`src/rtl/output_display_driver_if.sv`:
```
// Bundle between the CPU output register and the display driver: load strobe and byte in,
// conversion status, BCD result and multiplexed 7-segment drive out.
interface output_display_driver_if;
  logic        load;
  logic [7:0]  data_in;
  logic        signed_mode;
  logic        busy;
  logic [11:0] bcd_out;
  logic        negative;
  logic [6:0]  seg;
  logic [3:0]  an;

  modport master (
    output load, data_in, signed_mode,
    input  busy, bcd_out, negative, seg, an
  );

  modport slave (
    input  load, data_in, signed_mode,
    output busy, bcd_out, negative, seg, an
  );
endinterface

```
`src/rtl/output_display_driver.sv`:
```
// Converts the CPU output byte to sign + 3 BCD digits with a one-shift-per-cycle double-dabble
// engine and scans them onto a 4-digit multiplexed 7-segment display.
module output_display_driver #(
  parameter int REFRESH_DIV    = 1000,
  parameter bit SEG_ACTIVE_LOW = 1'b0,
  parameter bit AN_ACTIVE_LOW  = 1'b1
) (
  input logic                     clk,
  input logic                     rst,
  output_display_driver_if.slave  bus
);
  typedef enum logic [1:0] {IDLE = 2'd0, SHIFT = 2'd1, UPDATE = 2'd2} state_t;

  localparam int CNT_W = (REFRESH_DIV > 1) ? $clog2(REFRESH_DIV) : 1;
  localparam logic [CNT_W-1:0] CNT_LAST = CNT_W'(REFRESH_DIV - 1);

  state_t      state_r, state_s;
  logic [2:0]  iter_r, iter_s;
  logic [7:0]  mag_r, mag_s;
  logic [11:0] bcd_r, bcd_s;
  logic        sign_r, sign_s;
  logic        pend_valid_r, pend_valid_s;
  logic [7:0]  pend_data_r, pend_data_s;
  logic        pend_signed_r, pend_signed_s;
  logic        busy_r;
  logic [11:0] bcd_out_r, bcd_out_s;
  logic        negative_r, negative_s;
  logic [19:0] shifted_s;
  logic [CNT_W-1:0] refresh_cnt_r;
  logic [1:0]  digit_r;
  logic [6:0]  pattern_s;
  logic [3:0]  an_onehot_s;

  // Sign/magnitude split; negating 0x80 wraps back to 0x80, i.e. magnitude 128.
  function automatic logic [8:0] capture(input logic [7:0] d, input logic sm);
    logic [7:0] neg_mag;
    neg_mag = ~d + 8'd1;
    if (sm && d[7]) begin
      return {1'b1, neg_mag};
    end else begin
      return {1'b0, d};
    end
  endfunction

  function automatic logic [11:0] dd_adjust(input logic [11:0] b);
    logic [11:0] r;
    r = b;
    for (int k = 0; k < 3; k++) begin
      if (b[k*4 +: 4] >= 4'd5) begin
        r[k*4 +: 4] = b[k*4 +: 4] + 4'd3;
      end else begin
        r[k*4 +: 4] = b[k*4 +: 4];
      end
    end
    return r;
  endfunction

  function automatic logic [6:0] seg_pat(input logic [3:0] n);
    case (n)
      4'd0: return 7'h3F;
      4'd1: return 7'h06;
      4'd2: return 7'h5B;
      4'd3: return 7'h4F;
      4'd4: return 7'h66;
      4'd5: return 7'h6D;
      4'd6: return 7'h7D;
      4'd7: return 7'h07;
      4'd8: return 7'h7F;
      4'd9: return 7'h6F;
      default: return 7'h00;
    endcase
  endfunction

  // Conversion FSM next-state and datapath.
  always_comb begin
    state_s       = state_r;
    iter_s        = iter_r;
    mag_s         = mag_r;
    bcd_s         = bcd_r;
    sign_s        = sign_r;
    pend_valid_s  = pend_valid_r;
    pend_data_s   = pend_data_r;
    pend_signed_s = pend_signed_r;
    bcd_out_s     = bcd_out_r;
    negative_s    = negative_r;
    shifted_s     = {dd_adjust(bcd_r), mag_r} << 1;
    case (state_r)
      IDLE: begin
        if (bus.load) begin
          {sign_s, mag_s} = capture(bus.data_in, bus.signed_mode);
          bcd_s = 12'h000; iter_s = 3'd0; state_s = SHIFT; pend_valid_s = 1'b0;
        end else if (pend_valid_r) begin
          {sign_s, mag_s} = capture(pend_data_r, pend_signed_r);
          bcd_s = 12'h000; iter_s = 3'd0; state_s = SHIFT; pend_valid_s = 1'b0;
        end else begin
          state_s = IDLE;
        end
      end
      SHIFT: begin
        bcd_s  = shifted_s[19:8];
        mag_s  = shifted_s[7:0];
        iter_s = iter_r + 3'd1;
        if (iter_r == 3'd7) begin
          state_s = UPDATE;
        end else begin
          state_s = SHIFT;
        end
      end
      UPDATE: begin
        bcd_out_s  = bcd_r;
        negative_s = sign_r;
        if (pend_valid_r) begin
          {sign_s, mag_s} = capture(pend_data_r, pend_signed_r);
          bcd_s = 12'h000; iter_s = 3'd0; state_s = SHIFT; pend_valid_s = 1'b0;
        end else begin
          state_s = IDLE;
        end
      end
      default: state_s = IDLE;
    endcase
    // Loads arriving while busy land in the slot; a newer one overwrites it.
    if (bus.load && (state_r != IDLE)) begin
      pend_valid_s  = 1'b1;
      pend_data_s   = bus.data_in;
      pend_signed_s = bus.signed_mode;
    end else begin
      pend_valid_s  = pend_valid_s;
    end
  end

  // Conversion state and result registers.
  always_ff @(posedge clk) begin
    if (rst) begin
      state_r       <= IDLE;
      iter_r        <= 3'd0;
      mag_r         <= 8'h00;
      bcd_r         <= 12'h000;
      sign_r        <= 1'b0;
      pend_valid_r  <= 1'b0;
      pend_data_r   <= 8'h00;
      pend_signed_r <= 1'b0;
      busy_r        <= 1'b0;
      bcd_out_r     <= 12'h000;
      negative_r    <= 1'b0;
    end else begin
      state_r       <= state_s;
      iter_r        <= iter_s;
      mag_r         <= mag_s;
      bcd_r         <= bcd_s;
      sign_r        <= sign_s;
      pend_valid_r  <= pend_valid_s;
      pend_data_r   <= pend_data_s;
      pend_signed_r <= pend_signed_s;
      busy_r        <= (state_s != IDLE);
      bcd_out_r     <= bcd_out_s;
      negative_r    <= negative_s;
    end
  end

  // Digit scan timer, free-running regardless of conversion activity.
  always_ff @(posedge clk) begin
    if (rst) begin
      refresh_cnt_r <= '0;
      digit_r       <= 2'd0;
    end else if (refresh_cnt_r == CNT_LAST) begin
      refresh_cnt_r <= '0;
      digit_r       <= digit_r + 2'd1;
    end else begin
      refresh_cnt_r <= refresh_cnt_r + CNT_W'(1);
    end
  end

  // Digit content with leading-zero blanking; sign sits on the leftmost digit.
  always_comb begin
    pattern_s = 7'h00;
    case (digit_r)
      2'd0: pattern_s = seg_pat(bcd_out_r[3:0]);
      2'd1: begin
        if (bcd_out_r[11:4] == 8'h00) begin
          pattern_s = 7'h00;
        end else begin
          pattern_s = seg_pat(bcd_out_r[7:4]);
        end
      end
      2'd2: begin
        if (bcd_out_r[11:8] == 4'h0) begin
          pattern_s = 7'h00;
        end else begin
          pattern_s = seg_pat(bcd_out_r[11:8]);
        end
      end
      2'd3: begin
        if (negative_r) begin
          pattern_s = 7'h40;
        end else begin
          pattern_s = 7'h00;
        end
      end
      default: pattern_s = 7'h00;
    endcase
    an_onehot_s = 4'b0001 << digit_r;
  end

  assign bus.busy     = busy_r;
  assign bus.bcd_out  = bcd_out_r;
  assign bus.negative = negative_r;
  assign bus.seg      = SEG_ACTIVE_LOW ? ~pattern_s : pattern_s;
  assign bus.an       = AN_ACTIVE_LOW ? ~an_onehot_s : an_onehot_s;
endmodule

```
`src/flat_wrapper.sv`:
```
// flat-port wrapper written by rule: the top's interface ports become plain ports
module output_display_driver_flat 
#(
  parameter int REFRESH_DIV    = 1000,
  parameter bit SEG_ACTIVE_LOW = 1'b0,
  parameter bit AN_ACTIVE_LOW  = 1'b1
)
  (clk, rst, bus_load, bus_data_in, bus_signed_mode, bus_busy, bus_bcd_out, bus_negative, bus_seg, bus_an);
  output_display_driver_if bus_i ();
  input logic clk;
  input logic rst;
  input wire logic [$bits(bus_i.load)-1:0] bus_load;
  input wire logic [$bits(bus_i.data_in)-1:0] bus_data_in;
  input wire logic [$bits(bus_i.signed_mode)-1:0] bus_signed_mode;
  output wire logic [$bits(bus_i.busy)-1:0] bus_busy;
  output wire logic [$bits(bus_i.bcd_out)-1:0] bus_bcd_out;
  output wire logic [$bits(bus_i.negative)-1:0] bus_negative;
  output wire logic [$bits(bus_i.seg)-1:0] bus_seg;
  output wire logic [$bits(bus_i.an)-1:0] bus_an;
  assign bus_i.load = bus_load;
  assign bus_i.data_in = bus_data_in;
  assign bus_i.signed_mode = bus_signed_mode;
  assign bus_busy = bus_i.busy;
  assign bus_bcd_out = bus_i.bcd_out;
  assign bus_negative = bus_i.negative;
  assign bus_seg = bus_i.seg;
  assign bus_an = bus_i.an;
  output_display_driver #(.REFRESH_DIV(REFRESH_DIV), .SEG_ACTIVE_LOW(SEG_ACTIVE_LOW), .AN_ACTIVE_LOW(AN_ACTIVE_LOW)) u_core (.clk(clk), .rst(rst), .bus(bus_i));
endmodule
```
`config.mk`:
```
export PLATFORM = sky130hd
export DESIGN_NAME = output_display_driver_flat
export DESIGN_NICKNAME = d
export VERILOG_FILES = /design/src/rtl/output_display_driver_if.sv /design/src/rtl/output_display_driver.sv /design/src/flat_wrapper.sv
export SDC_FILE = /design/constraint.sdc
export NUM_CORES = 1
export LEC_CHECK = 0
export ABC_AREA = 1
export CORE_MARGIN = 10
export CORE_UTILIZATION = 32
export CTS_CLUSTER_DIAMETER = 200
export DETAILED_ROUTE_END_ITERATION = 8
export PLACE_DENSITY_LB_ADDON = 0.2
export SLEW_MARGIN = 20
export SYNTH_ARGS = -nofsm -noshare
export SYNTH_HDL_FRONTEND = slang
export SYNTH_SLANG_ARGS = --single-unit
```
`constraint.sdc`:
```
create_clock -name clk -period 4 [get_ports clk]
set_input_delay 0.6 -clock clk [delete_from_list [all_inputs] [get_ports clk]]
set_output_delay 0.6 -clock clk [all_outputs]
set_load 0.01 [all_outputs]
```
## Word-level counts from Yosys, hierarchy flattened

Memories as Yosys holds them, arrays and structs flattened. A register that Yosys moved wholly into a read port is not among the register bits.
Index checks and enable logic that the tools add are counted.

- Register bits: 62
- Latch bits: 0
- Memory bits (writable): 0
- Bits in read-only memories: 336
- Input bits: 12
- Output and inout bits: 25
- Logic and storage cells: 85
- Memories: 3

Memories:

| name | depth | width | rd ports | clocked after Yosys merged registers in | wr ports | RTL line | source |
|---|---|---|---|---|---|---|---|
| (name not given) | 16 | 7 | 1 | 1 | 0 | output_display_driver.sv:59 | `case (n)` |
| (name not given) | 16 | 7 | 1 | 1 | 0 | output_display_driver.sv:59 |  |
| (name not given) | 16 | 7 | 1 | 1 | 0 | output_display_driver.sv:59 |  |

- Add/subtract/negate cells: 8
- $mul: 0
- Div/mod/pow operators: 0
- Order comparisons: 3
- Equality and inequality tests: 7
- Shift-type cells: 1
- Multiplexer cells: 33
- Bitwise operators: 3
- Reduce and logical (&&, ||, !) cells: 14

Operators by type and width:

| cell | count |
|---|---|
| one-hot mux 12 bit (3 select lines) | 1 |
| 2-to-1 mux 4 bit | 8 |
| one-hot mux 7 bit (4 select lines) | 1 |
| 2-to-1 mux 12 bit | 2 |
| one-hot mux 8 bit (3 select lines) | 1 |
| 2-to-1 mux 7 bit | 3 |
| 2-to-1 mux 9 bit | 2 |
| adder 8 x 1 -> 8 bit, second input constant | 2 |
| 2-to-1 mux 8 bit | 2 |
| NOT 8 bit | 2 |
| >= comparator 4 x 3 -> 1 bit, second input constant | 3 |
| adder 10 x 1 -> 10 bit, second input constant | 1 |
| == test 10 bit, second input constant | 1 |
| 2-to-1 mux 3 bit | 3 |
| one-hot mux 3 bit (3 select lines) | 1 |
| adder 4 x 2 -> 4 bit, second input constant | 2 |
| zero test 8 bit | 1 |
| nonzero test 2 bit | 4 |
| == test 2 bit, second input constant | 3 |
| one-hot mux 2 bit (3 select lines) | 1 |
| 2-to-1 mux 1 bit | 5 |
| == test 2 x 1 -> 1 bit, second input constant | 2 |
| zero test 2 bit | 2 |
| zero test 4 bit | 1 |
| 11 further kinds | 15 |

## Depth between registers and ports, before layout

Gate-level depths: netlist of run 1.

- Depth in word-level cells: 6
- Gate-level depth with buffers: 13
- Mapped depth without buffers: 11

## Least setup slack after synthesis of run 1

Ideal clock, no wire load.

- Path type: reg2reg
- From: register u_core.state_r[0]
- To: register with a tool-made name
- Setup time: 63 ps
- Arrival time: 2,004 ps
- Data required time: 3,937 ps
- Path slack: 1,933 ps
- Cell stages (with the launch flop): 12
- Buffers on the path: 1
- Period minus slack after synthesis: 2,067 ps
- Path through: dfxtp_1 -> inv_1 -> ha_1 -> buf_6 -> or2_2 -> nand3_1 -> inv_1 -> ha_1 -> or2_2 -> o21ai_0 -> nand2_1 -> nand2_1

RTL lines:

| item | RTL line | source |
|---|---|---|
| start: declaration | output_display_driver.sv:17 | `state_t state_r, state_s;` |
| start signal: assignment | output_display_driver.sv:146 | `state_r <= state_s;` |

## Final worst setup path of run 1

- From: register u_core.digit_r[1]
- To: output bus_seg[6]

- Cells in the longest elaborated chain, start to end: 2
- Elaborated cells between the ends (all ways): 5
- Those cells by class: 3 x eq/ne; 1 x mux; 1 x reduce/logical

Ends and longest elaborated chain:

| item | RTL line | source |
|---|---|---|
| start: declaration | output_display_driver.sv:30 | `logic [1:0] digit_r;` |
| start signal: assignment | output_display_driver.sv:167 | `digit_r <= digit_r + 2'd1;` |
| == test 2 bit (tied with other cells) | output_display_driver.sv:176 | `case (digit_r)` |
| one-hot mux 7 bit (4 select lines) * | output_display_driver.sv:176 |  |
| end: declaration | flat_wrapper.sv:18 | `output wire logic [$bits(bus_i.seg)-1:0] bus_seg;` |

Every way passes the cells marked *; elsewhere a longest branch is shown, timed or not.

==> results of run 1 <==
## worst min path at each step
stage	cells past startpoint	slack, ps	to	startpoint
after floorplan	1	420	u_core.refresh_cnt_r[0]$_SDFF_PP0_	u_core.refresh_cnt_r[0]$_SDFF_PP0_
after global placement	1	430	u_core.refresh_cnt_r[0]$_SDFF_PP0_	u_core.refresh_cnt_r[0]$_SDFF_PP0_
after detailed placement	1	460	u_core.refresh_cnt_r[0]$_SDFF_PP0_	u_core.refresh_cnt_r[0]$_SDFF_PP0_
after CTS	2	470	u_core.iter_r[2]$_SDFFE_PP0P_	u_core.iter_r[2]$_SDFFE_PP0P_
after global routing	1	500	u_core.refresh_cnt_r[0]$_SDFF_PP0_	u_core.refresh_cnt_r[0]$_SDFF_PP0_
final	1	460	u_core.refresh_cnt_r[0]$_SDFF_PP0_	u_core.refresh_cnt_r[0]$_SDFF_PP0_
## cells in the mapped netlist, types with 2 or more instances
master | instances | area share [%]
sky130_fd_sc_hd__nor2_2 | 3 | 0.40
sky130_fd_sc_hd__xor2_1 | 5 | 0.94
sky130_fd_sc_hd__o211ai_1 | 12 | 1.9
sky130_fd_sc_hd__nor2_1 | 60 | 4.8
sky130_fd_sc_hd__clkinv_1 | 3 | 0.24
sky130_fd_sc_hd__nand4_1 | 4 | 0.54
sky130_fd_sc_hd__nand2_1 | 142 | 11
sky130_fd_sc_hd__o21a_1 | 6 | 0.96
sky130_fd_sc_hd__inv_2 | 7 | 0.56
sky130_fd_sc_hd__nor3_2 | 2 | 0.43
sky130_fd_sc_hd__nor3_1 | 10 | 1.1
sky130_fd_sc_hd__or2_2 | 8 | 1.1
sky130_fd_sc_hd__a32oi_1 | 2 | 0.38
sky130_fd_sc_hd__nand3_2 | 3 | 0.64
sky130_fd_sc_hd__a31oi_1 | 3 | 0.40
sky130_fd_sc_hd__buf_2 | 4 | 0.43
sky130_fd_sc_hd__nand3_1 | 50 | 5.4
sky130_fd_sc_hd__o31ai_1 | 3 | 0.48
sky130_fd_sc_hd__o21ai_0 | 58 | 6.2
sky130_fd_sc_hd__o21ai_4 | 2 | 0.70
sky130_fd_sc_hd__a21oi_1 | 43 | 4.6
sky130_fd_sc_hd__inv_1 | 76 | 6.1
sky130_fd_sc_hd__o22ai_1 | 3 | 0.40
sky130_fd_sc_hd__clkbuf_1 | 9 | 0.72
sky130_fd_sc_hd__ha_1 | 39 | 10
sky130_fd_sc_hd__dfxtp_1 | 83 | 36
sky130_fd_sc_hd__nor3b_1 | 2 | 0.32
## routing by layer
metal	wire [um]	part of all wire [%]	GRT usage, %	vias up
li1	-	-	-	2217
met1	5616	47	15.03	1950
met2	5519	47	20.27	86
met3	448	3.8	1.881	16
met4	257	2.2	5.815	0
met5	0	0	0	-
## critical path: stages (launching register included)
cell and delay, ps:
sky130_fd_sc_hd__dfxtp_1 330, sky130_fd_sc_hd__inv_1 130, sky130_fd_sc_hd__ha_1 350, sky130_fd_sc_hd__nand2_1 80, sky130_fd_sc_hd__or2_2 300, sky130_fd_sc_hd__a31oi_1 160, sky130_fd_sc_hd__clkdlybuf4s50_1 570
## power by group
part           internal (mW)  total (mW)  switching (mW)
combinational         0.0514       0.151          0.0999
clock                  0.497       0.832           0.335
sequential             0.846       0.862          0.0164
## cells by family after synthesis
group                    Yosys count
AO/OA/AOI/OAI                    136
AND/OR/NAND/NOR                  292
XOR/XNOR                           5
adder cells (fa/ha/maj)           39
buffers and inverters            101
flip-flops                        83
## final cells by class
type / instances / area share (%)
inverter: 86 / 5.857
tap: 184 / 4.177
multi-input combinational: 472 / 47.40
timing repair buffer: 40 / 7.083
clock buffer: 11 / 4.404
clock inverter: 4 / 0.9308
sequential: 83 / 30.15
## through the flow
stage,area (um^2),cells
final,5512,880
after global routing,5512,880
after CTS,5512,880
after detailed placement,5218,865
after global placement,5218,865
after floorplan,4669,656
==> PnR_summary.wiki, run 1 <==
{| class="wikitable"
! Metric !! Value
|-
| Setup-violating endpoint count in the final report || 0
|-
| Multi-input gate area in the final layout || about 2600 um^2
|-
| Part of the cycle the worst path needs || 72.02%
|-
| Final core occ || a little under two fifths
|-
| Required @ worst endpoint || about 3400 ps
|-
| Via total after detailed routing || around 4,300
|-
| Via/cell ratio || between 4 and 5
|-
| Resize count post-CTS || 0
|-
| Die outline area || 19,820 um^2
|-
| Buffers from clock root to sink, at most || 2
|-
| Critical Path AT || 2280 ps
|-
| Wire per inst || approximately 13 um
|-
| Critical path startpoint category || flip-flop
|-
| Count of buffers inserted at the top-level ports || 36
|-
| Static leakage || approximately 2.4 nW
|-
| Post-synthesis sequential area ratio || 35.58%
|-
| Global-route wire length before repair || 20,120 um
|-
| Row Count || 44
|-
| Number of nets with antenna violations after detailed routing || 0
|-
| DIE HEIGHT || approximately 140 um
|-
| Filler cell count || about 1,500
|-
| Adder-Cell Fraction of Synth Area || 10.45%
|-
| Status || finished, final reports clean
|-
| Initial cell density of the core || between 30% and 40%
|-
| Least-Margin Pin Slew || about 560 ps
|-
| Final Hold Violating Endpoints || 0
|-
| Worst R2R Path Depth || 11
|-
| Via count of the first global-routing pass || about 4,200
|-
| Post-synth cell types || 41
|-
| P per Cell Area || roughly 330 nW/um^2
|-
| Proportion of synthesized flip-flops having asynchronous set or reset || 0%
|-
| Most frequent standard cell in the layout excluding fill and tap cells || sky130_fd_sc_hd__nand2_1
|-
| Min-delay worst type || flip-flop to flip-flop
|-
| Pin count of the biggest net entering global routing || 29
|-
| Dominant combinational cell family by area after synthesis || simple AND/OR/NAND/NOR gates
|-
| Area fraction in compound gates after synthesis || between 10% and 20%
|-
| Gpl congestion || between 0.8 and 0.9
|-
| Slack of the worst reg-to-reg path || 1530 ps
|-
| Count of boundary I/O pins || 37
|-
| HPWL reported at the end of detailed placement || 8874 um
|-
| Total of warnings raised by yosys || 0
|-
| Aggregate global routing overflow || 0
|-
| Post-CTS Repair Setup Buffers || 0
|-
| Syn Nets || 707
|-
| Post-Syn Instances || 656
|-
| Max-slew headroom at the worst pin || between 60% and 70%
|-
| Max Clock Skew || between 8 and 9 ps
|-
| H-tree level count || 3
|-
| Worst flop-to-flop path startpoint || u_core.state_r[0]$_SDFF_PP0_
|-
| Overall power || around 1.8 mW
|-
| DR iter-0 viols || ~260
|-
| Final antenna diode count || 0
|-
| Worst setup path endpoint || bus_seg[6]
|-
| CP Launch Point || u_core.digit_r[1]$_SDFFE_PP0P_
|-
| Clk root buf || sky130_fd_sc_hd__clkbuf_16
|-
| Post-synth design cell area || between 4000 and 5000 um^2
|-
| TritonCTS clock tree || built
|-
| Maximum clock frequency || about 350 MHz
|-
| Xor-xnor portion of the synthesized cell area || less than 1%
|-
| Number of flops mapped to enable cells by yosys || 0
|-
| Drt first pass iters || 5
|-
| DRC errors left || 0
|-
| Max Cap Violations || 0
|-
| Area taken by flip-flops and latches || 1662 um^2
|-
| CTS buffer count || 9
|-
| Synthesized area per cell || between 7 and 8 um^2
|-
| Total Routed Length || 11,840 um
|-
| Relative area change from synthesis to final layout || 18.03%
|-
| Number of antenna violations at the first check in global routing || 0
|-
| Peak supply drop || roughly 0.20 mV
|-
| Synthesized flop and latch total || 83
|-
| Accumulated negative setup slack || 0 ps
|-
| Highest-count cells in the layout ignoring fill and taps || sky130_fd_sc_hd__nand2_1, sky130_fd_sc_hd__dfxtp_1, sky130_fd_sc_hd__inv_1
|-
| Horizontal extent of the die || between 100 and 150 um
|-
| Mux contribution to synthesized area || 0%
|-
| Setup ws final || 1119 ps
|-
| Critical Path Fanout Max || 8
|-
| Critical Path Sink Type || output pin
|-
| Number of clock sinks || 83
|-
| Post-layout min period || 2881 ps
|-
| Global router's overall resource usage || approximately 12%
|-
| Most used DFF post-synth || sky130_fd_sc_hd__dfxtp_1
|-
| Fin nets || about 740
|-
| Worst hold slack || roughly 460 ps
|-
| Fraction of layout instances using a drive strength above 1 || 6.897%
|-
| Post-synthesis share of cell area spent on and, or, nand and nor gates || 27.55%
|-
| Setup slack at placement || a little over 1000 ps
|-
| Clock slew at reported path FFs || about 60 ps
|-
| Clock insertion delay at the later pin of the skew report || 350 ps
|-
| Number of buffers inserted by hold repair at cts || 0
|-
| Worst Path Class, Setup || flip-flop to output pin
|-
| RSZ-0062 raised after global routing || no
|-
| Max Slew Vio Count || 0
|-
| Core ar. || approximately 14,000 um^2
|}
Power figures use the tool's default switching activity.
==> run 2: changes to the inputs <==
==> constraint.sdc (replaced) <==
create_clock -name clk -period 3 [get_ports clk]
set_input_delay 0.45 -clock clk [delete_from_list [all_inputs] [get_ports clk]]
set_output_delay 0.45 -clock clk [all_outputs]
set_load 0.01 [all_outputs]
==> run 2 against run 1 <==
Effect of this change: sequential share of layout area shrank 0.35 points; critical endpoint unchanged; critical path depth is the same; sequential power up 33%; largest cell class unchanged; count of clock-buffer cells in the layout decreased by 1.
==> PnR_summary.wiki, run 2 (same netlist as run 1, synthesis figures left out) <==
{| class="wikitable"
! Metric !! Value
|-
| Status || finished, final reports clean (unchanged)
|-
| Initial cell density of the core || 32.37% (unchanged)
|-
| Row Count || 44 (unchanged)
|-
| Relative area change from synthesis to final layout || 19.43% (was 18.03%)
|-
| Overall power || 2.655 mW (was 1.845 mW)
|-
| CP Cell Sequence || inv_1, ha_1, nand2_1, or2_2, a31oi_1, clkdlybuf4s50_1 (unchanged)
|-
| Final Hold Violating Endpoints || 0 (unchanged)
|-
| Aggregate global routing overflow || 0 (unchanged)
|-
| Post-CTS Repair Setup Buffers || 0 (unchanged)
|-
| Fin nets || 744 (was 743)
|-
| Static leakage || 2.412 nW (was 2.376 nW)
|-
| Met1 routed wirelength after detailed routing || 5710 um (was 5616 um)
|-
| Worst Path Class, Setup || flip-flop to output pin (unchanged)
|-
| Area after detailed placement || 5225 um^2 (was 5218 um^2)
|-
| Setup-violating endpoint count in the final report || 0 (unchanged)
|-
| Part of the cycle the worst path needs || roughly nine tenths
|-
| Final antenna diode count || 0 (unchanged)
|-
| Final Cell Area || 5577 um^2 (was 5512 um^2)
|-
| Number of clock sinks || 83 (unchanged)
|-
| Accumulated negative setup slack || 0 ps (unchanged)
|-
| Number of antenna violations at the first check in global routing || 0 (unchanged)
|-
| Count of boundary I/O pins || 37 (unchanged)
|-
| Max Clock Skew || 9.505 ps (was 8.793 ps)
|-
| Multi-input gate area in the final layout || 2613 um^2 (unchanged)
|-
| Clk root buf || sky130_fd_sc_hd__clkbuf_16 (unchanged)
|-
| Global router's overall resource usage || 12.21% (was 12.19%)
|-
| Total Routed Length || 11,990 um (was 11,840 um)
|-
| Final core occ || 38.66% (was 38.21%)
|-
| Clock slew at reported path FFs || 60 ps (about the same)
|-
| Area taken by flip-flops and latches || 1662 um^2 (unchanged)
|-
| Max Cap Violations || 0 (unchanged)
|-
| Routed met3 length || 467 um (was 448 um)
|-
| Maximum clock frequency || between 300 and 400 MHz
|-
| Peak supply drop || 0.4672 mV (was 0.1950 mV)
|-
| Least-Margin Pin Slew || 541.2 ps (was 557.2 ps)
|-
| DIE HEIGHT || 140.8 um (unchanged)
|-
| Via total after detailed routing || 4,312 (was 4,269)
|-
| Detailed-routed wire length on met2 || 5654 um (was 5519 um)
|-
| Wire per inst || 13.60 um (was 13.46 um)
|-
| Via/cell ratio || 4.889 (was 4.851)
|-
| Critical Path AT || 2200 ps (was 2280 ps)
|-
| DR iter-0 viols || 267 (was 256)
|-
| Max-slew headroom at the worst pin || 63.70% (was 62.57%)
|-
| Placed Cells || 866 (was 865)
|-
| Core ar. || 14,420 um^2 (unchanged)
|-
| Count of buffers inserted at the top-level ports || 36 (unchanged)
|-
| Filler cell count || 1,508 (was 1,522)
|-
| Critical path startpoint category || flip-flop (unchanged)
|-
| Worst hold slack || 448.6 ps (was 459.5 ps)
|-
| Drt first pass iters || 5 (unchanged)
|-
| Horizontal extent of the die || 140.8 um (unchanged)
|-
| DRC errors left || 0 (unchanged)
|-
| Highest-count cells in the layout ignoring fill and taps || sky130_fd_sc_hd__nand2_1, sky130_fd_sc_hd__dfxtp_1, sky130_fd_sc_hd__inv_1 (unchanged)
|-
| P per Cell Area || 476.2 nW/um^2 (was 334.8 nW/um^2)
|-
| Required @ worst endpoint || 2550 ps (was 3400 ps)
|-
| Global-route wire length before repair || 20,160 um (was 20,120 um)
|-
| Number of nets with antenna violations after detailed routing || 0 (unchanged)
|-
| RSZ-0062 raised after global routing || no (unchanged)
|-
| Max Slew Vio Count || 0 (unchanged)
|-
| H-tree level count || 3 (unchanged)
|-
| CP bufs+invs || 2 (unchanged)
|-
| Setup slack at placement || 317.2 ps (was 1011 ps)
|-
| Setup ws final || 347.1 ps (was 1119 ps)
|-
| Post-layout min period || about 2700 ps
|-
| Count of non-filler cells in the finished layout || 882 (was 880)
|-
| Die outline area || 19,820 um^2 (unchanged)
|-
| Critical Path Fanout Max || 8 (unchanged)
|-
| Clock insertion delay at the later pin of the skew report || 340 ps (was 350 ps)
|-
| Min-delay worst type || flip-flop to flip-flop (unchanged)
|-
| Most frequent standard cell in the layout excluding fill and tap cells || sky130_fd_sc_hd__nand2_1 (unchanged)
|-
| Critical Path Max Stage Delay || 560 ps (was 570 ps)
|-
| TritonCTS clock tree || built (unchanged)
|-
| Gpl congestion || 0.8617 (was 0.8477)
|-
| Uppermost layer routed || met4 (unchanged)
|-
| Buffers from clock root to sink, at most || 2 (unchanged)
|-
| Critical Path Sink Type || output pin (unchanged)
|-
| HPWL reported at the end of detailed placement || 8862 um (was 8874 um)
|-
| Via count of the first global-routing pass || 4,093 (was 4,217)
|-
| CTS buffer count || 9 (unchanged)
|-
| Pin count of the biggest net entering global routing || 29 (unchanged)
|-
| Resize count post-CTS || 0 (unchanged)
|-
| Number of buffers inserted by hold repair at cts || 0 (unchanged)
|-
| Fraction of layout instances using a drive strength above 1 || 7.307% (was 6.897%)
|-
| Highest-delay cell along the critical path || sky130_fd_sc_hd__clkdlybuf4s50_1 (unchanged)
|-
| Cell type group with the largest total delay on the critical path || buffers and inverters (unchanged)
|}
## run 2: cell count changes in the layout (fill, tap and decap cells not counted), sizes merged
cell	delta
buf	+1
clkinv	+1
clkinvlp	-1
bufinv	+2
clkbuf	-1
## run 2: per-layer routing
layer	track usage, %	vias to the layer above
met2	20.37	72
li1	-	2218
met5	0	-
met3	3.695	11
met1	14.87	2011
met4	3.261	0
## run 2: cell type report
type / count / area share [%]
timing repair buffer: 41 / 7.135
clock inverter: 6 / 2.019
tap: 184 / 4.128
inverter: 86 / 5.789
sequential: 83 / 29.80
clock buffer: 10 / 4.285
multi-input combinational: 472 / 46.85
## run 2: final timing paths
path	cells past startpoint	startpoint	slack, ps	end
min reg2reg	1	u_core.refresh_cnt_r[0]$_SDFF_PP0_	450	u_core.refresh_cnt_r[0]$_SDFF_PP0_
max	6	u_core.digit_r[1]$_SDFFE_PP0P_	350	bus_seg[6]
min	1	u_core.refresh_cnt_r[0]$_SDFF_PP0_	450	u_core.refresh_cnt_r[0]$_SDFF_PP0_
max reg2reg	10	u_core.state_r[0]$_SDFF_PP0_	560	flip-flop
## run 2: power by group
| group | switching [mW] | leakage (nW) | internal (mW) |
|---|---|---|---|
| combinational | 0.136 | 1.57 | 0.0698 |
| clock | 0.463 | 0.173 | 0.838 |
| sequential | 0.0218 | 0.673 | 1.13 |
| total | 0.621 | 2.41 | 2.03 |
==> run 3: changes to the inputs <==
--- a/config.mk
+++ b/config.mk
@@ -11,6 +11,7 @@
 export CTS_CLUSTER_DIAMETER = 200
 export DETAILED_ROUTE_END_ITERATION = 8
 export PLACE_DENSITY_LB_ADDON = 0.2
+export SKIP_CTS_REPAIR_TIMING = 1
 export SLEW_MARGIN = 20
 export SYNTH_ARGS = -nofsm -noshare
 export SYNTH_HDL_FRONTEND = slang
==> results of run 3 <==
Final layout, timing and power as in run 2 (identical DEF).
